### src/rtl/div_seq.sv
// div_seq: iterative radix-2 restoring divider for DIV/DIVU.
// Produces one quotient bit per cycle on operand magnitudes, then applies
// the two's complement sign fix-up and returns {remainder, quotient}.

module div_seq #(
   parameter int DATA_W = 32
) (
   input  logic                clk,
   input  logic                rst,
   input  logic                start_i,
   input  logic                annul_i,
   input  logic                signed_div_i,
   input  logic [DATA_W-1:0]   opdata1_i,
   input  logic [DATA_W-1:0]   opdata2_i,
   output logic [2*DATA_W-1:0] result_o,
   output logic                ready_o
);

   typedef enum logic [1:0] {
      ST_FREE,
      ST_BYZERO,
      ST_ON,
      ST_END
   } state_t;

   localparam int                CNT_W = $clog2(DATA_W + 1);
   localparam logic [CNT_W-1:0] LAST  = CNT_W'(DATA_W);

   state_t            state;
   state_t            state_nxt;
   logic [CNT_W-1:0]  cnt;
   logic [DATA_W-1:0] dvd;
   logic [DATA_W-1:0] dsr;
   logic [DATA_W-1:0] rem;
   logic              neg_quo;
   logic              neg_rem;

   logic              abort;
   logic              accept;
   logic              zero_div;
   logic              op1_neg;
   logic              op2_neg;
   logic [DATA_W-1:0] mag1;
   logic [DATA_W-1:0] mag2;
   logic [DATA_W:0]   trial;
   logic [DATA_W-1:0] diff;
   logic              fits;
   logic [DATA_W-1:0] quo_fix;
   logic [DATA_W-1:0] rem_fix;

   // Handshake decode, operand magnitudes, one restoring step and sign fix-up.
   always_comb begin
      abort    = annul_i | ~start_i;
      accept   = start_i & ~annul_i;
      zero_div = (opdata2_i == '0);
      op1_neg  = signed_div_i & opdata1_i[DATA_W-1];
      op2_neg  = signed_div_i & opdata2_i[DATA_W-1];
      mag1     = op1_neg ? (~opdata1_i + DATA_W'(1)) : opdata1_i;
      mag2     = op2_neg ? (~opdata2_i + DATA_W'(1)) : opdata2_i;
      trial    = {rem, dvd[DATA_W-1]};
      fits     = (trial >= {1'b0, dsr});
      diff     = trial[DATA_W-1:0] - dsr;
      quo_fix  = neg_quo ? (~dvd + DATA_W'(1)) : dvd;
      rem_fix  = neg_rem ? (~rem + DATA_W'(1)) : rem;
   end

   // State register; reset forces the sequencer back to idle.
   always_ff @(posedge clk) begin
      if (rst) begin
         state <= ST_FREE;
      end else begin
         state <= state_nxt;
      end
   end

   // Next-state logic; annul wins over start everywhere, dropping start aborts.
   always_comb begin
      state_nxt = state;
      case (state)
         ST_FREE: begin
            if (accept) begin
               state_nxt = zero_div ? ST_BYZERO : ST_ON;
            end
         end
         ST_BYZERO: begin
            state_nxt = abort ? ST_FREE : ST_END;
         end
         ST_ON: begin
            if (abort) begin
               state_nxt = ST_FREE;
            end else if (cnt == LAST) begin
               state_nxt = ST_END;
            end
         end
         ST_END: begin
            if (abort) begin
               state_nxt = ST_FREE;
            end
         end
         default: state_nxt = ST_FREE;
      endcase
   end

   // Datapath and registered outputs; the dividend register doubles as the
   // quotient shift register, so after DATA_W steps it holds the raw quotient.
   always_ff @(posedge clk) begin
      if (rst) begin
         cnt      <= '0;
         dvd      <= '0;
         dsr      <= '0;
         rem      <= '0;
         neg_quo  <= 1'b0;
         neg_rem  <= 1'b0;
         result_o <= '0;
         ready_o  <= 1'b0;
      end else begin
         case (state)
            ST_FREE: begin
               ready_o  <= 1'b0;
               result_o <= '0;
               if (accept && !zero_div) begin
                  cnt     <= '0;
                  dvd     <= mag1;
                  dsr     <= mag2;
                  rem     <= '0;
                  neg_quo <= op1_neg ^ op2_neg;
                  neg_rem <= op1_neg;
               end
            end
            ST_BYZERO: begin
               if (!abort) begin
                  result_o <= '0;
               end
            end
            ST_ON: begin
               if (!abort) begin
                  if (cnt == LAST) begin
                     result_o <= {rem_fix, quo_fix};
                  end else begin
                     rem <= fits ? diff : trial[DATA_W-1:0];
                     dvd <= {dvd[DATA_W-2:0], fits};
                     cnt <= cnt + CNT_W'(1);
                  end
               end
            end
            ST_END: begin
               if (abort) begin
                  ready_o  <= 1'b0;
                  result_o <= '0;
               end else begin
                  ready_o <= 1'b1;
               end
            end
            default: begin
               ready_o <= 1'b0;
            end
         endcase
      end
   end

endmodule

### config.mk
export PLATFORM = sky130hd
export DESIGN_NAME = div_seq
export DESIGN_NICKNAME = d
export VERILOG_FILES = /design/src/rtl/div_seq.sv
export SDC_FILE = /design/constraint.sdc
export NUM_CORES = 1
export LEC_CHECK = 0
export CAP_MARGIN = 10
export CORE_UTILIZATION = 51
export DETAILED_ROUTE_END_ITERATION = 16
export GPL_ROUTABILITY_DRIVEN = 0
export HOLD_SLACK_MARGIN = 0.1
export PLACE_DENSITY_LB_ADDON = 0.05
export SYNTH_ARGS = -nofsm -noshare
export SYNTH_HDL_FRONTEND = slang
export SYNTH_SLANG_ARGS = --single-unit
### constraint.sdc
create_clock -name clk -period 3.5 [get_ports clk]
set_input_delay 1.05 -clock clk [delete_from_list [all_inputs] [get_ports clk]]
set_output_delay 1.05 -clock clk [all_outputs]
set_load 0.02 [all_outputs]
; After elaboration in Yosys (flattened, before gate mapping)
; Index checks and enable logic that the tools add are counted.
[op_classes]
addsub = 6
magnitude_cmp = 1
eq_ne = 12
mux = 31
bitwise_logic = 11
reduce_logical = 10
[ops]
columns = operator, count
row1 = $mux 32, 11
row2 = $mux 64, 4
row3 = $pmux 64 s4, 1
row4 = $add 32x1->32 const B, 4
row5 = $not 32->32, 4
row6 = $pmux 32 s2, 2
row7 = $ge 33x32->1, 1
row8 = $logic_not 32->1, 1
row9 = $sub 32x32->32, 1
row10 = $mux 6, 3
row11 = $ne 2x2->1 const B, 7
row12 = $mux 2, 6
row13 = $pmux 6 s2, 1
row14 = $pmux 2 s4, 1
row15 = $reduce_and 4->1, 2
row16 = $add 6x1->6 const B, 1
row17 = $eq 6x6->1 const B, 1
row18 = $eq 2x2->1 const B, 2
row19 = $reduce_bool 2->1, 2
row20 = $and 1x1->1, 3
row21 = $ne 3x3->1 const B, 1
row22 = $reduce_and 3->1, 1
row23 = $eq 2x1->1 const B, 1
row24 = $logic_not 2->1, 1
row25 = 8 further kinds, 9
[word_totals]
regBits = 171
inputBits = 69
elab_cells = 80

; Depth between registers and ports, before layout
; Gate-level depths: netlist (run 1).
[logic_depth]
depth_word = 6
ltp_mapped = 12
depth_no_buf = 12

; Least setup slack after synthesis (run 1)
; Ideal clock, no wire load.
[synth_path]
path_type = input to register
start = input opdata2_i[18]
end = register dvd[10]
t_arrival_ns = 3.334
path_slack_ns = 0.095
path_stages = 9
cell_sequence = nor3_1 > nand4b_1 > or3_1 > or4b_1 > nand2_1 > clkbuf_1 > clkbuf_1 > nand2_1 > a21oi_1
[synth_via]
elab_chain_cells = 5
[synth_lines]
columns = element, line
row1 = "start, declared", 14  ; input logic [DATA_W-1:0] opdata2_i,
row2 = $logic_not 32->1, 55  ; zero_div = (opdata2_i == '0);
row3 = $logic_not 1->1, 121  ; if (accept && !zero_div) begin
row4 = $logic_and 1x1->1, 121
row5 = $ne 2x2->1 (no source line), -
row6 = $reduce_and 4->1 (no source line), -
row7 = "end signal, assigned", 123  ; dvd <= mag1;
row8 = "end signal, assigned", 141  ; dvd <= {dvd[DATA_W-2:0], fits};
row9 = "end, declared", 32  ; logic [DATA_W-1:0] dvd;
; Every way passes these cells.
; A chain may end at the register's enable or synchronous reset.

; Worst setup path in the final report (run 1)
[layout_path]
start = input opdata2_i[18]
end = register dvd[29]
; The elaborated chain is that of the path after synthesis.

==> impl_metrics.tcl, run 1 <==
set metrics [dict create \
    ys_top_cells_by_count "nand2_1 (194), dfxtp_1 (171), nor2_1 (142)" \
    cts_setup_buffers 0 \
    wl_met3_mm 1.34 \
    worstPathMaxFanout 15 \
    syn_area_sq_um 11000 \
    ant_nets 0 \
    cp.required_ns 3.86 \
    startpoint_type "input port" \
    grt_setup_unrepaired "false" \
    io_buffers 133 \
    drc 0 \
    synth.net_count 1575 \
    die_w_um 149 \
    grt_max_degree 62 \
    wl_mm 33.4 \
    crit_path_start "opdata2_i[18]" \
    relSlewSlack_pct 27.8 \
    grt_usage_pct 30.7 \
    maxCapViolCount 0 \
    vias 11200 \
    r2r-start "dsr[4]" \
    drt_iter0_drc 766 \
    cp-end-kind "register" \
    diodes 0 \
    cts.sinks 171 \
    fin_crit_ns 3.30 \
    die_height_um 149 \
    yosys.area.top_type_share_pct 31.1 \
    status "finished clean" \
    top_layer "met4" \
    wl_met1_mm 14.4 \
    clk_latency_ns 0.44 \
    crit_type "in2reg" \
    cts_buffers 17 \
    grt_pass1_wl_mm 53.5 \
    ys_top_cells_by_area "dfxtp_1 (31%), xnor2_1 (8.5%), nand2_1 (6.6%), a21oi_1 (5.9%), o21ai_0 (5.4%)" \
    viasPerCell 5.76 \
    io_pins 134 \
    areaGrowthSynthToFinish_pct 27.2 \
    hold_buffers 0 \
    hpwlAfterDp_mm 25.8 \
    clk_pin_slew_worst_paths_ns 0.07 \
    final_max_slew_viol_count 0 \
    start_util_pct 52.2 \
    grt_antenna_before_repair 0 \
    dieArea_sq_um 22200 \
    placedCellCount 1904 \
    drive_gt1_share_pct 10.8 \
    finish.instance_area_sq_um 14000 \
    ys_ff_latch 171 \
    fin_crit_sh_pct 94.4 \
    post-synth-top-area-cell "dfxtp_1" \
    placedInstanceArea_sq_um 13400 \
    fillers 1891 \
    hold_path_class "reg2reg" \
    yosysWarnings 0 \
    cts.htree.levels 4 \
    ir_worst_vdd_mv 0.363 \
    finalClockSkew_ns 0.0111 \
    yosysSeqAreaShare_pct 31.1 \
    cp_data_arrival_time_ns 3.66 \
    dr.pass1.iters 5 \
    cts_resized 0 \
    rows 53 \
    hold_start "result_o[33]" \
    power.density_nw_per_um2 366 \
    leakage_nw 5.45 \
    tns_ns 0 \
    worst_slew_pin_slew_ns 1.08 \
    synthArstFlopShare_pct 0 \
    fmax_mhz 303 \
    syn_inst 1463 \
    synth-edff-count 0 \
    cts_tree "built" \
    final_cells 1936 \
    cts_root_buf "clkbuf_16" \
    coreArea_sq_um 21100 \
    yosys_most_used_dff "dfxtp_1" \
    cts_max_path_buffers 2 \
    first_global_vias 10600 \
    yosys.cell_types.count 74 \
    avgSynthCellArea_sq_um 7.52 \
    grt-ovfl-total 0 \
    met2_wirelength_mm 16.3 \
    synth.most_common_cell "nand2_1" \
    setup_viol 0 \
    final_nets 1760 \
    finalHoldViolCount 0 \
    hold-worst-slack_ns 0.454 \
    wl_per_cell_um 17.3 \
]
==> cell type report <==
type	instances	area [sq um]	share of cell area, %
clock buffer	17	425	3.04
clock inverter	15	173	1.23
inverter	60	225	1.61
multi-input combinational	1144	7040	50.3
sequential	171	3420	24.5
tap	275	344	2.46
timing repair buffer	254	2360	16.9
==> sequential cells by signal (all words and copies together) (netlist names) <==
signal	count
cnt	6
neg_quo	1
state	2
dvd	32
result_o	64
rem	32
neg_rem	1
dsr	32
ready_o	1
==> worst max-delay path, cell delays in order <==
cell and delay [ns]:
clkdlybuf4s50_1 0.42, nor3_1 0.26, nand4b_1 0.16, or3_1 0.42, or4b_1 0.57, buf_4 0.18
nand2_1 0.09, buf_12 0.16, buf_4 0.14, nand2_1 0.05, a21oi_1 0.16
==> cells by family (layout without fill, tap and decap cells) <==
logic type	Yosys count	after routing	share of synthesized area (%)
AOI/OAI and AO/OA	435	435	24.7
and+or+nand+nor	510	510	21.5
xor gates and xnor gates	145	145	11.5
DFF	171	171	31.1
adders and majority gates	43	43	4.96
buffers and inverters	148	346	5.11
muxes	11	11	1.01
==> metal layers <==
layer  vias to the layer above  track usage (%)
met5                         -                0
met3                        74             4.07
met2                       324             54.2
met1                      5198             36.9
li1                       5560                -
met4                         0             14.0
==> path summary, 6_finish.rpt <==
path	depth (start not counted)	to	slack, ns
setup / recovery	11	dvd[29]	0.20
hold / removal	2	result_o[33]	0.45
setup reg to reg	11	rem[31]	0.28
hold reg to reg	2	result_o[33]	0.45
==> metrics by stage <==
stage / setup WS, ns / total power [W] / utilization [%]
after floorplan: 0.0952 / 0.00280 / -
after global placement: -0.206 / 0.00322 / 63.5
after detailed placement: -0.234 / 0.00323 / 63.5
after CTS: 0.217 / 0.00513 / 66.3
after global routing: 0.0199 / 0.00534 / 66.4
final: 0.195 / 0.00512 / 66.4
==> report_power, final <==
group          internal [W]  leakage [nW]  switching (W)
combinational      0.000490          3.77       0.000656
clock               0.00102         0.292       0.000899
sequential          0.00200          1.39      0.0000554
==> cells in the final DEF (no fill, tap or decap), drive strengths merged, types with 8 or more instances in the layout <==
cell type      count
nand2            194
dfxtp            171
nor2             142
clkdlybuf4s50    132
a21oi            131
buf              122
o21ai            121
xnor2            107
inv               69
a22oi             43
ha                42
xor2              38
a211oi            35
nand3             35
o31ai             24
nor3              24
or3               18
clkbuf            17
nand3b            16
nor4              14
o41ai             14
or4               13
nand2b            12
and2              12
a32oi             11
mux2i             10
nand4              9
a21o               8
Power figures use the tool's default switching activity.
==> run 2, diff against run 1 <==
--- a/config.mk
+++ b/config.mk
@@ -8,9 +8,9 @@
 export CAP_MARGIN = 10
 export CORE_UTILIZATION = 51
 export DETAILED_ROUTE_END_ITERATION = 16
-export GPL_ROUTABILITY_DRIVEN = 0
 export HOLD_SLACK_MARGIN = 0.1
 export PLACE_DENSITY_LB_ADDON = 0.05
+export SLEW_MARGIN = 5
 export SYNTH_ARGS = -nofsm -noshare
 export SYNTH_HDL_FRONTEND = slang
 export SYNTH_SLANG_ARGS = --single-unit
==> run 2 against run 1 <==
  * Die area did not move
  * Cell area fell by 0.12%
  * Final cell count barely moved
  * Setup slack improved by 0.019 ns
  * First-iteration DRC count fell by 11%
  * Via count rose by 0.41%
  * Sequential cell count did not move
  * Sequential share of layout area barely moved
  * Sequential power barely moved
  * Critical path type unchanged
==> impl_metrics.tcl, run 2 (same netlist as run 1, synthesis figures left out) <==
set metrics [dict create \
    final_nets 1761 \
    r2r-start "dvd[31]" \
    cp_data_arrival_time_ns 3.61 \
    tns_ns 0 \
    dp_slack_ns -0.253 \
    wl_per_cell_um 17.3 \
    final_max_slew_viol_count 0 \
    hpwlAfterDp_mm 25.7 \
    final_common_cell "nand2_1" \
    ant_nets 0 \
    cts_tree "built" \
    cts_max_path_buffers 2 \
    cts_resized 0 \
    maxCapViolCount 0 \
    cp.required_ns 3.82 \
    rows 53 \
    die_w_um 149 \
    drt_iter0_drc 679 \
    final_cell_mix "nand2_1 (194), dfxtp_1 (171), nor2_1 (141)" \
    reg2reg_depth 13 \
    first_global_vias 10400 \
    io_pins 134 \
    cts_root_buf "clkbuf_16" \
    io_buffers 133 \
    ir_worst_vdd_mv 0.314 \
    cts.sinks 171 \
    hold_buffers 0 \
    viasPerCell 5.78 \
    fin_crit_sh_pct 93.9 \
    startpoint_type "input port" \
    crit_type "in2reg" \
    grt_setup_unrepaired "false" \
    die_height_um 149 \
    grt_antenna_before_repair 0 \
    grt_pass1_wl_mm 53.4 \
    cts.htree.levels 4 \
    setup_viol 0 \
    cp-end-kind "register" \
    grt-ovfl-total 0 \
    place.gp.congestion 0.949 \
    coreArea_sq_um 21100 \
    clk_pin_slew_worst_paths_ns 0.07 \
    regMostFlops "result_o" \
    largest_reg_flops 64 \
    final_cells 1937 \
    hold_start "result_o[3]" \
    dr.pass1.iters 5 \
    power.density_nw_per_um2 364 \
    diodes 0 \
    hold_path_class "reg2reg" \
    fin_crit_ns 3.29 \
    cts_setup_buffers 0 \
    areaGrowthSynthToFinish_pct 27.0 \
    r2r-end "rem[30]" \
    holdPathStages 2 \
    worst-r2r-setup-slack_ns 0.31 \
    vias 11200 \
    final_util_pct 66.3 \
    worst_slew_pin_slew_ns 1.06 \
    status "finished clean" \
    fin_total_pwr_w 0.00508 \
    hold_end "result_o[3]" \
    drive_gt1_share_pct 10.8 \
    drc 0 \
    placedCellCount 1905 \
    leakage_nw 5.45 \
    cts_buffers 17 \
    finalClockSkew_ns 0.0127 \
    fmax_mhz 304 \
    layout_setup_ws_ns 0.214 \
    grt_usage_pct 30.6 \
    start_util_pct 52.2 \
    worstPathMaxFanout 5 \
    relSlewSlack_pct 29.1 \
    finalHoldViolCount 0 \
    grt_max_degree 65 \
    clk_latency_ns 0.44 \
    wl_mm 33.4 \
    dieArea_sq_um 22200 \
]
## run 2: worst max-delay path by stage
stage,endpoint,depth (start not counted),slack (ns),from
2_1_floorplan,dvd[10],9,0.1,opdata2_i[18]
3_3_place_gp,rem[26],8,-0.23,opdata2_i[21]
3_5_place_dp,rem[26],8,-0.25,opdata2_i[21]
4_1_cts,rem[26],8,0.20,opdata2_i[21]
5_1_grt,rem[13],9,0.02,opdata2_i[18]
6_report,rem[26],8,0.21,opdata2_i[21]
## run 2: metrics by stage
stage	area (sq um)	hold slack, ns
floorplan	11000	0.432
global placement	13400	0.439
detailed placement	13400	0.446
CTS	14000	0.456
global route	14000	0.465
finish	14000	0.453
## run 2: power by group
| group | switching [W] | total [W] | internal [W] |
|---|---|---|---|
| Combinational | 0.000651 | 0.00114 | 0.000488 |
| Sequential | 0.0000557 | 0.00206 | 0.00200 |
| Clock | 0.000925 | 0.00189 | 0.000961 |
## run 2: worst max-delay path: stages
cell and delay [ns]:
clkdlybuf4s50_1 0.42, nor4_1 0.28, nand4b_1 0.16, or3_1 0.41, or4b_1 0.57, and2_1 0.23, and2_1 0.20, a221o_1 0.29
## run 2: metal layers
layer	GRT usage, %	part of all wire (%)
met2	52.5	48
met3	5.17	5.0
met1	37.4	42
met5	0	0
met4	14.1	4.4
## run 2: cell type report
cell class / count / area [sq um]
fill: 1861 / 7110
multi-input combinational: 1144 / 7030
sequential: 171 / 3420
timing repair buffer: 255 / 2360
clock buffer: 17 / 425
tap: 275 / 344
inverter: 60 / 225
clock inverter: 15 / 166
==> run 3, diff against run 2 <==
--- a/config.mk
+++ b/config.mk
@@ -6,7 +6,7 @@
 export NUM_CORES = 1
 export LEC_CHECK = 0
 export CAP_MARGIN = 10
-export CORE_UTILIZATION = 51
+export CORE_UTILIZATION = 45
 export DETAILED_ROUTE_END_ITERATION = 16
 export HOLD_SLACK_MARGIN = 0.1
 export PLACE_DENSITY_LB_ADDON = 0.05
==> run 3 against run 2 <==
  * Largest cell class unchanged
  * Critical path depth rose by 2
  * Clock power rose by 6%
  * Final cell count rose by 2.5%
  * Non-clock buffer count rose by 4
  * Clock skew rose by 0.0032 ns
  * Hold slack improved by 0.0037 ns
  * Sequential power barely moved
  * Sequential cell count did not move
  * Register-to-register slack got worse by 0.11 ns
  * First-iteration DRC count rose by 1.0%
  * Die area rose by 13%
==> impl_metrics.tcl, run 3 (same netlist as run 1, synthesis figures left out) <==
set metrics [dict create \
    status "finished clean" \
    cp.required_ns 3.90 \
    dieArea_sq_um 25100 \
    worst_slew_pin_slew_ns 1.06 \
    vias 11000 \
    cts_max_path_buffers 2 \
    ant_nets 0 \
    areaGrowthSynthToFinish_pct 28.3 \
    maxCapViolCount 0 \
    crit_path_start "dsr[8]" \
    coreArea_sq_um 23800 \
    drive_gt1_share_pct 11.0 \
    r2r-start "dsr[8]" \
    startpoint_type "register" \
    final_cell_mix "nand2_1 (194), dfxtp_1 (171), nor2_1 (141)" \
    power.density_nw_per_um2 368 \
    grt_antenna_before_repair 0 \
    cp-end-kind "register" \
    cts_buffers 17 \
    finalClockSkew_ns 0.0158 \
    hpwlAfterDp_mm 25.1 \
    die_height_um 158 \
    die_w_um 158 \
    tns_ns 0 \
    cts_root_buf "clkbuf_16" \
    leakage_nw 5.49 \
    hold_start "result_o[36]" \
    cts.htree.levels 4 \
    seq_area_sq_um 3420 \
    cts_tree "built" \
    fmax_mhz 303 \
    placedCellCount 1953 \
    relSlewSlack_pct 29.4 \
    cts_setup_buffers 0 \
    final_nets 1765 \
    hold-worst-slack_ns 0.456 \
    worstPathMaxFanout 33 \
    final_common_cell "nand2_1" \
    start_util_pct 46.3 \
    first_global_vias 10600 \
    place.gp.congestion 0.902 \
    grt_max_degree 85 \
    io_buffers 133 \
    multi_input_area_sq_um 7040 \
    largest_reg_flops 64 \
    dr.pass1.iters 5 \
    grt-ovfl-total 0 \
    clk_pin_slew_worst_paths_ns 0.08 \
    io_pins 134 \
    diodes 0 \
    cp_data_arrival_time_ns 3.70 \
    drt_iter0_drc 686 \
    cts.sinks 171 \
    fin_total_pwr_w 0.00519 \
    fin_crit_ns 3.30 \
    fillers 2211 \
    hold_path_class "reg2reg" \
    finalHoldViolCount 0 \
    final_cells 1985 \
    grt_usage_pct 27.0 \
    grt_pass1_wl_mm 53.3 \
    wl_mm 32.9 \
    setup_viol 0 \
    wl_per_cell_um 16.6 \
    rows 56 \
    viasPerCell 5.55 \
    crit_type "reg2reg" \
    ir_worst_vdd_mv 0.260 \
    grt_setup_unrepaired "false" \
    clk_latency_ns 0.45 \
    fin_crit_sh_pct 94.4 \
    final_max_slew_viol_count 0 \
    drc 0 \
    regMostFlops "result_o" \
    final_util_pct 59.4 \
]
==> run 3: power by group <==
part | leakage (nW) | internal [W] | switching, W
logic | 3.80 | 0.000491 | 0.000649
registers | 1.39 | 0.00200 | 0.0000542
clock network | 0.301 | 0.00103 | 0.000963
total | 5.49 | 0.00353 | 0.00167
==> run 3: final timing paths <==
| path | to | slack, ns | cells past startpoint |
|---|---|---|---|
| worst max-delay path | rem[10] | 0.20 | 10 |
| worst min-delay path | result_o[36] | 0.46 | 2 |
| worst max register to register | rem[10] | 0.20 | 10 |
| worst min register to register | result_o[36] | 0.46 | 2 |
==> run 3: area by class of cell <==
class                   count  share of cell area [%]
clock buffers              17                    3.01
clock inverters            15                    1.38
inverters                  60                    1.60
multi-input cells        1144                    49.9
flip-flops and latches    171                    24.3
well taps                 319                    2.83
repair buffers            259                    17.0
==> run 3: what timing repair did <==
item	CTS	global route
hold buffers	0	0
gates resized for setup	0	2
endpoints found under the setup margin	0	17
endpoints found under the hold margin	0	0
==> run 3: per-stage QoR <==
stage | cell area [sq um] | setup WS [ns]
6_report | 14100 | 0.198
5_1_grt | 14100 | 0.00253
2_1_floorplan | 11000 | 0.0952
4_1_cts | 14100 | 0.145
3_5_place_dp | 13500 | -0.319
3_3_place_gp | 13500 | -0.282
==> run 3: routing by layer <==
layer | track usage, % | vias to the layer above | share of wire, %
met2 | 51.3 | 221 | 53
li1 | - | 5569 | -
met5 | 0 | - | 0
met1 | 30.6 | 5183 | 41
met3 | 3.54 | 51 | 3.0
met4 | 9.71 | 0 | 2.8
==> run 3: worst max-delay path, stage by stage, from the launching register on <==
cell and delay (ns):
dfxtp_1 0.31, inv_1 0.07, ha_1 0.45, nand4_1 0.21, nor4_1 0.57, o21ai_0 0.23
a311oi_1 0.40, nor3_2 0.12, buf_4 0.27, or4_1 0.54, nand2_1 0.07
